[src/rtl/uart_defs.sv]
// ============================================================================
// Module      : uart_defs (package)
// Description : Shared sizing, FSM state encodings and start-timeout length
//               for the UART transmit buffer and its FIFO.
// Revision    : 1.0 - initial release
// ============================================================================
`default_nettype none

package uart_defs;

    // Default FIFO depth in bytes (power of two, 4..64)
    localparam int DEPTH_DEFAULT  = 16;

    // Byte width; the UART path is byte oriented
    localparam int DATA_W_DEFAULT = 8;

    // Cycles spent in WAIT_START before transmit is re-pulsed
    localparam int START_TIMEOUT  = 4;

    // Width of the start-timeout counter
    localparam int TIMER_W        = 3;

    // Transmit sequencer states
    typedef enum logic [1:0] {
        IDLE       = 2'd0,
        LOAD       = 2'd1,
        WAIT_START = 2'd2,
        WAIT_DONE  = 2'd3
    } tx_state_t;

endpackage

`default_nettype wire

[src/rtl/sync_fifo.sv]
// ============================================================================
// Module      : sync_fifo
// Description : Circular-buffer byte FIFO with wrapping pointers, occupancy
//               count and a registered ready flag that blocks writes when full.
// Revision    : 1.0 - initial release
// ============================================================================
`default_nettype none

module sync_fifo
    import uart_defs::*;
#(
    parameter int DEPTH  = DEPTH_DEFAULT,
    parameter int DATA_W = DATA_W_DEFAULT,
    localparam int AW    = $clog2(DEPTH),
    localparam int CW    = AW + 1
) (
    input  logic              clk,
    input  logic              rst,
    input  logic              push,
    input  logic [DATA_W-1:0] push_data,
    output logic              ready,
    input  logic              pop,
    output logic [DATA_W-1:0] head,
    output logic              empty,
    output logic [CW-1:0]     count
);

    logic [DATA_W-1:0] mem [DEPTH];
    logic [AW-1:0]     wr_ptr;
    logic [AW-1:0]     rd_ptr;
    logic [CW-1:0]     count_next;
    logic              full;
    logic              do_push;
    logic              do_pop;

    assign full    = (count == CW'(DEPTH));
    assign empty   = (count == '0);
    assign do_push = push && ready;
    assign do_pop  = pop && !empty;
    assign head    = mem[rd_ptr];

    // Next occupancy: simultaneous push and pop cancel out
    always_comb begin
        count_next = count;
        case ({do_push, do_pop})
            2'b10:   count_next = count + CW'(1);
            2'b01:   count_next = count - CW'(1);
            default: count_next = count;
        endcase
    end

    // Storage write; contents need no reset since pointers define validity
    always_ff @(posedge clk) begin
        if (do_push) begin
            mem[wr_ptr] <= push_data;
        end
    end

    // Pointers wrap naturally at the power-of-two depth; ready tracks !full after each edge
    always_ff @(posedge clk or negedge rst) begin
        if (!rst) begin
            wr_ptr <= '0;
            rd_ptr <= '0;
            count  <= '0;
            ready  <= 1'b0;
        end else begin
            if (do_push) begin
                wr_ptr <= wr_ptr + AW'(1);
            end
            if (do_pop) begin
                rd_ptr <= rd_ptr + AW'(1);
            end
            count <= count_next;
            ready <= (count_next != CW'(DEPTH));
        end
    end

    // Full is only consumed through the registered ready flag
    logic unused_full;
    assign unused_full = full;

endmodule

`default_nettype wire

[src/rtl/uart_tx_buffer.sv]
// ============================================================================
// Module      : uart_tx_buffer
// Description : Byte FIFO between a producer and a UART transmitter. Pops one
//               byte at a time into tx_byte, pulses transmit, and retries the
//               pulse if the UART never reports busy.
// Revision    : 1.0 - initial release
// ============================================================================
`default_nettype none

module uart_tx_buffer
    import uart_defs::*;
#(
    parameter int DEPTH  = DEPTH_DEFAULT,
    parameter int DATA_W = DATA_W_DEFAULT
) (
    input  logic                     clk,
    input  logic                     rst,
    input  logic                     wr_valid,
    input  logic [DATA_W-1:0]        wr_data,
    output logic                     wr_ready,
    output logic                     transmit,
    output logic [DATA_W-1:0]        tx_byte,
    input  logic                     is_transmitting,
    output logic [$clog2(DEPTH):0]   count,
    output logic                     overflow
);

    tx_state_t          state;
    logic [TIMER_W-1:0] timer;
    logic               fifo_empty;
    logic [DATA_W-1:0]  fifo_head;
    logic               pop;

    // Pop only on the IDLE->LOAD transition, so a retry never consumes another byte
    assign pop = (state == IDLE) && !fifo_empty && !is_transmitting;

    sync_fifo #(
        .DEPTH  (DEPTH),
        .DATA_W (DATA_W)
    ) u_fifo (
        .clk       (clk),
        .rst       (rst),
        .push      (wr_valid),
        .push_data (wr_data),
        .ready     (wr_ready),
        .pop       (pop),
        .head      (fifo_head),
        .empty     (fifo_empty),
        .count     (count)
    );

    // Transmit sequencer: load byte, pulse start, wait for UART busy, wait for frame end
    always_ff @(posedge clk or negedge rst) begin
        if (!rst) begin
            state    <= IDLE;
            transmit <= 1'b0;
            tx_byte  <= '0;
            timer    <= '0;
        end else begin
            transmit <= 1'b0;
            case (state)
                IDLE: begin
                    if (pop) begin
                        state    <= LOAD;
                        tx_byte  <= fifo_head;
                        transmit <= 1'b1;
                    end
                end
                LOAD: begin
                    state <= WAIT_START;
                    timer <= '0;
                end
                WAIT_START: begin
                    if (is_transmitting) begin
                        state <= WAIT_DONE;
                    end else if (timer == TIMER_W'(START_TIMEOUT - 1)) begin
                        // UART missed the pulse: resend the same byte
                        state    <= LOAD;
                        transmit <= 1'b1;
                    end else begin
                        timer <= timer + TIMER_W'(1);
                    end
                end
                WAIT_DONE: begin
                    if (!is_transmitting) begin
                        state <= IDLE;
                    end
                end
                default: state <= IDLE;
            endcase
        end
    end

    // Flag a write offered while the buffer is not ready
    always_ff @(posedge clk or negedge rst) begin
        if (!rst) begin
            overflow <= 1'b0;
        end else begin
            overflow <= wr_valid && !wr_ready;
        end
    end

endmodule

`default_nettype wire

[config.mk]
export PLATFORM = sky130hd
export DESIGN_NAME = uart_tx_buffer
export DESIGN_NICKNAME = d
export VERILOG_FILES = /design/src/rtl/uart_defs.sv /design/src/rtl/sync_fifo.sv /design/src/rtl/uart_tx_buffer.sv
export SDC_FILE = /design/constraint.sdc
export NUM_CORES = 1
export LEC_CHECK = 0
export BUFFER_PORTS_ARGS = -buffer_cell sky130_fd_sc_hd__clkbuf_2
export CORE_UTILIZATION = 61
export DETAILED_ROUTE_END_ITERATION = 8
export PLACE_DENSITY = 0.79
export SYNTH_ARGS = -nofsm -noshare
export SYNTH_HDL_FRONTEND = slang
export SYNTH_SLANG_ARGS = --single-unit
[constraint.sdc]
create_clock -name clk -period 3.8 [get_ports clk]
set_input_delay 1.14 -clock clk [delete_from_list [all_inputs] [get_ports clk]]
set_output_delay 1.14 -clock clk [all_outputs]
set_load 0.005 [all_outputs]
# Yosys cells after proc, flatten, opt, wreduce, memory -nomap -nowiden
# Memories as Yosys holds them, arrays and structs flattened. A register that Yosys moved wholly into a read port is not among the register bits.
# Cells that the tools add are included.
[word_totals]
register_bits = 21
ram_bits = 128
inputBits = 12
out_inout_bits = 16
wordCells = 56
memories = 1
[classes]
n_addsub = 5
n_eq_ne = 12
muxes = 15
reduce_logical = 15
[mem_list]
columns = ["name", "depth", "word_bits", "rd", "rd_ports_with_merged_regs", "write_ports", "line", "rtl"]
rows = [
  ["u_fifo.mem", 16, 8, 1, 1, 1, "sync_fifo.sv:28", "logic [DATA_W-1:0] mem [DEPTH];"],
]
[ops]
columns = ["operator", "n"]
rows = [
  ["5-bit one-hot mux with 2 select lines", 1],
  ["4-bit by 1-bit adder with 4-bit output (second input constant)", 2],
  ["2-bit 2-to-1 mux", 4],
  ["2-bit one-hot mux with 4 select lines", 1],
  ["2-bit == test (second input constant)", 3],
  ["3-bit 2-to-1 mux", 2],
  ["2-bit inequality test (second input constant)", 3],
  ["3-bit one-hot mux with 2 select lines", 1],
  ["3-bit AND reduction", 2],
  ["5-bit by 1-bit adder with 5-bit output (second input constant)", 1],
  ["1-bit logical AND", 5],
  ["5-bit zero test", 1],
  ["1-bit 2-to-1 mux", 5],
  ["5-bit inequality test (second input constant)", 1],
  ["5-bit by 1-bit subtractor with 5-bit output (second input constant)", 1],
  ["2-bit by 1-bit == test with 1-bit output (second input constant)", 2],
  ["1-bit zero test", 4],
  ["3-bit by 1-bit adder with 3-bit output (second input constant)", 1],
  ["3-bit by 2-bit == test with 1-bit output (second input constant)", 1],
  ["3-bit inequality test (second input constant)", 1],
  ["2-bit zero test", 1],
  ["2-bit by 1-bit inequality test with 1-bit output (second input constant)", 1],
  ["1-bit one-hot mux with 2 select lines", 1],
  ["2-bit AND reduction", 1],
  ["2-bit nonzero test", 1],
]

# Longest topological paths before layout
[logic_depth]
depth_word = 8
ltp_mapped = 12

# Modules after synthesis
# From an unflattened synthesis, not the netlist that was laid out.
[unflattened]
cells_unflattened = 342
area_unflattened_um2 = 6448.7
[by_module_without_submodules]
columns = ["mod", "n_inst", "cells_each", "area_per_inst_um2", "seq_area_each_um2"]
rows = [
  ["sync_fifo", 1, 287, 5779.3, 4194.0],
  ["uart_tx_buffer", 1, 55, 669.4, 375.4],
]

# Worst setup path before layout
# No wires, ideal clock.
[synth_timing]
path_kind = "input -> register"
start = "input port is_transmitting"
end = "register u_fifo.ready"
t_arrival_ns = 3.604
setup_slack_ns = 0.057
cell_stages = 10
path_cell_list = "buf_2 -> nor4_1 -> buf_2 -> ha_1 -> clkbuf_1 -> nor2_1 -> nand4b_1 -> and3b_2 -> a211oi_2 -> or4b_1"
[synth_between]
elab_chain_cells = 6
word_cells_on_any_way = 7
[synth_rtl]
columns = ["item", "line", "rtl"]
rows = [
  ["start, declared", "uart_tx_buffer.sv:23", "input logic is_transmitting,"],
  ["1-bit zero test (*)", "-", ""],
  ["1-bit logical AND (*)", "uart_tx_buffer.sv:35", "assign pop = (state == IDLE) && !fifo_empty && !is_transmitting;"],
  ["1-bit logical AND (*)", "sync_fifo.sv:39", "assign do_pop = pop && !empty;"],
  ["2-bit by 1-bit == test with 1-bit output / 2-bit == test (equally long branches)", "sync_fifo.sv:45", "case ({do_push, do_pop})"],
  ["5-bit one-hot mux with 2 select lines (*)", "sync_fifo.sv:45", ""],
  ["net u_fifo.count_next[4]", "sync_fifo.sv:31", "logic [CW-1:0] count_next;"],
  ["5-bit inequality test (*)", "sync_fifo.sv:74", "ready <= (count_next != CW'(DEPTH));"],
  ["end signal, assigned", "sync_fifo.sv:74", ""],
  ["end, declared", "sync_fifo.sv:21", "output logic ready,"],
]
# Mark *: on every way through the listed nets, which the timed path passes. The rest lies on a longest branch.
# A chain may end at the register's enable or synchronous reset.

# Final worst setup path
[layout_timing]
start = "input port wr_valid"
end = "register u_fifo.ready"
[layout_between]
elab_chain_cells = 4
word_cells_on_any_way = 5
[layout_rtl]
columns = ["item", "line", "rtl"]
rows = [
  ["start, declared", "uart_tx_buffer.sv:18", "input logic wr_valid,"],
  ["1-bit logical AND (*)", "sync_fifo.sv:38", "assign do_push = push && ready;"],
  ["2-bit by 1-bit == test with 1-bit output / 2-bit == test (equally long branches)", "sync_fifo.sv:45", ""],
  ["5-bit one-hot mux with 2 select lines (*)", "sync_fifo.sv:45", ""],
  ["net u_fifo.count_next[4]", "sync_fifo.sv:31", ""],
  ["5-bit inequality test (*)", "sync_fifo.sv:74", ""],
]
# Marked as above.

==> impl_metrics.csv <==
group,metric,value,unit
status,outcome,"completed",
timing,finClkSkew,0.007405,ns
place,place_hpwl,7249,um
flow_run,drv.max_cap_violation_count,0,
yosys,syn-cell-area,6395,um2
global_route,number_of_antenna_violations_at_the_first_check_in_global_routing,0,
critical_path,required,4.21,ns
yosys,synth.yosys.seq_area_share,71.45,%
yosys,yosys_register_bits,157,
floorplanning,core,10230,um2
timing,max_fclk,319.8,MHz
final_layout,antenna-diode-count,0,
timing,worst_slack,0.6730,ns
clocking,cts.repair.resized,0,
place,numPlacedInstances,491,
yosys,synth_top_cell_area_share,60.11,%
global_route,first_pass_grt_wire_length,18310,um
yosys,synthArstFlopShare,18.47,%
floorplanning,row_count,37,
timing,post-route-period-util,82.29,%
global_route,overflow,0,
critical_path,timing.critical_path.from,"wr_valid",
timing,relSlewSlack,47.14,%
clocking,h_tree_levels,4,
final_layout,drive_gt1_share,32.04,%
critical_path,timing.critical_path.from_type,"input pin",
clocking,ctsRootBufferMaster,"clkbuf_8",
detailed_routing,routed_via_density,6.033,
timing,final_max_slew_viol_count,0,
yosys,synthFlopType,"edfxtp_1",
timing,rsz0062_at_grt,"no",
detailed_routing,total_length_of_routed_wires,11280,um
timing,setup_total_negative_slack,0,ns
floorplanning,initial_utilization,62.50,%
global_route,first_global_vias,3342,
detailed_routing,drtIter0Drc,258,
clocking,clk_latency,0.54,ns
power_and_ir_drop,p_per_area,769.9,nW/um2
power_and_ir_drop,total_power,5623,uW
critical_path,path_class,"input pin to flip-flop",
timing,hold_viol_final,0,
clocking,clk_pin_slew,0.06,ns
critical_path,rr_startpoint,"u_fifo.count[1]",
floorplanning,fp.dieW,104.4,um
worst_hold_path,worst_hold_startpoint,"u_fifo.ready",
place,place_congestion,0.8156,
yosys,yosys.cell_count.top_type,"edfxtp_1",
worst_hold_path,hold_class,"flip-flop to flip-flop",
final_layout,finalNonFillerCells,523,
power_and_ir_drop,vdd_ir_drop_max,0.5161,mV
clocking,ctsHoldBuffers,0,
floorplanning,die_area,10900,um2
clocking,post-cts-setup-buffer-count,0,
floorplanning,top_level_ports,28,
yosys,synthDominantAreaCellType,"edfxtp_1",
place,io_buffer_count,27,
final_layout,final_nets,395,
timing,tightest_slew,0.7900,ns
yosys,ys.warnings.count,0,
place,dpl_worst_slack,0.1140,ns
yosys,yosys-top-cells-count,"edfxtp_1 (128), mux4_2 (40), dfrtp_1 (29)",
yosys,syn_avg_cell_area,18.92,um2
yosys,synthDistinctLibCells,39,
yosys,dominant_cells_by_area_after_synthesis,"edfxtp_1 (60%), mux4_2 (14%), dfrtp_1 (11%), ha_1 (1.8%), mux2_2 (1.8%)",
clocking,cts_tree,"done",
critical_path,timing.critical_path.fanout_max,4,
critical_path,cp-end-kind,"flip-flop",
yosys,synth_edf_count,128,
final_layout,num-fill-cells,611,
floorplanning,die_h,104.4,um
detailed_routing,route.vias.total,3155,
global_route,largest_net_degree_at_the_start_of_global_routing,36,
clocking,cts.path.max_buffers,2,
clocking,cts_buffers,17,
timing,finalCriticalPeriod,3.127,ns
critical_path,critPathArrivalTime,3.54,ns
power_and_ir_drop,static-leakage-power,0.002533,uW
detailed_routing,postRouteAntennaNets,0,
final_layout,post-route-util,71.38,%
yosys,number_of_instances_in_the_synthesized_netlist,338,
final_layout,area.growth.synth_to_final,14.20,%
yosys,synthesized_netlist_net_count,359,
timing,setup_viol,0,
detailed_routing,avgRoutedWirePerCell,21.57,um
global_route,overall_fraction_of_global_route_tracks_in_use,23.83,%
detailed_routing,dr.pass1.iters,4,
clocking,clock-sinks,157,
detailed_routing,drcViolationCount,0,
cell type report:
class	instances	area, um2	share of cell area [%]
Sequential cell	157	4571	62.58
Multi-Input combinational cell	157	1725	23.63
Clock buffer	18	417.9	5.722
Timing Repair Buffer	37	222.7	3.050
Clock inverter	14	181.4	2.484
Tap cell	136	170.2	2.330
Inverter	4	15.01	0.2056
critical path, stage by stage:
cell	delay (ns)
clkbuf_2	0.10
a2111oi_2	0.38
a21boi_0	0.32
xor2_1	0.12
ha_1	0.24
and2_1	0.15
o21a_1	0.18
o211a_1	0.23
a211oi_2	0.22
or4b_1	0.45
logic make-up after synthesis:
kind of cell | Yosys count | share of synthesized area, %
flip-flops | 157 | 71.45
AND/OR/NAND/NOR | 61 | 4.774
multiplexers | 52 | 16.16
AO/OA/AOI/OAI | 25 | 2.817
buffers and inverters | 24 | 1.663
XOR/XNOR | 10 | 1.370
adder cells (fa/ha/maj) | 9 | 1.761
per-layer routing:
layer  GRT usage, %  vias up  wire length [um]
met3          7.206       20               681
met5              0        -                 0
met4          9.388        0               204
met2          38.03      111              5821
met1          30.99     1607              4577
li1               -     1417                 -
flip-flops by register name, summed over array words and instances, names as in the netlist:
register	count
timer	3
u_fifo.mem	128
transmit	1
overflow	1
tx_byte	8
u_fifo.count	5
u_fifo.ready	1
u_fifo.rd_ptr	4
u_fifo.wr_ptr	4
state	2
through the flow:
stage | area [um2] | hold WS [ns]
floorplan | 6395 | 0.4778
global placement | 6704 | 0.4906
detailed placement | 6704 | 0.4910
CTS | 7303 | 0.5109
global route | 7303 | 0.5346
finish | 7303 | 0.5031
worst paths after layout:
check,to,slack [ns],cells after the start
max in group asynchronous,u_fifo.rd_ptr[0],2.62,1
hold reg to reg,overflow,0.50,1
hold / removal,overflow,0.50,1
setup reg to reg,u_fifo.ready,0.71,8
min in group asynchronous,transmit,0.66,1
setup / recovery,u_fifo.ready,0.67,10
power by group:
group	internal [uW]	total, uW	switching, uW
Sequential	2150	2450	302
Clock	1020	1700	685
Combinational	805	1470	663
placed cells by master, fill, tap and decap left out, types with 2 or more instances in the layout:
cell / count
edfxtp_1: 128
mux4_2: 40
dfrtp_1: 28
clkbuf_2: 27
nor2_1: 23
clkbuf_16: 16
nand2_1: 11
mux2_2: 10
ha_1: 9
buf_4: 9
nor3_1: 8
xnor2_1: 8
a21oi_1: 8
inv_1: 4
o21ai_0: 4
a22o_1: 4
inv_6: 4
nand2b_1: 3
bufinv_16: 3
and2_1: 2
a21boi_0: 2
xor2_1: 2
nor2b_1: 2
mux2i_1: 2
nor3b_1: 2
nand4_1: 2
inv_8: 2
clkinv_4: 2
Power figures use the tool's default switching activity.
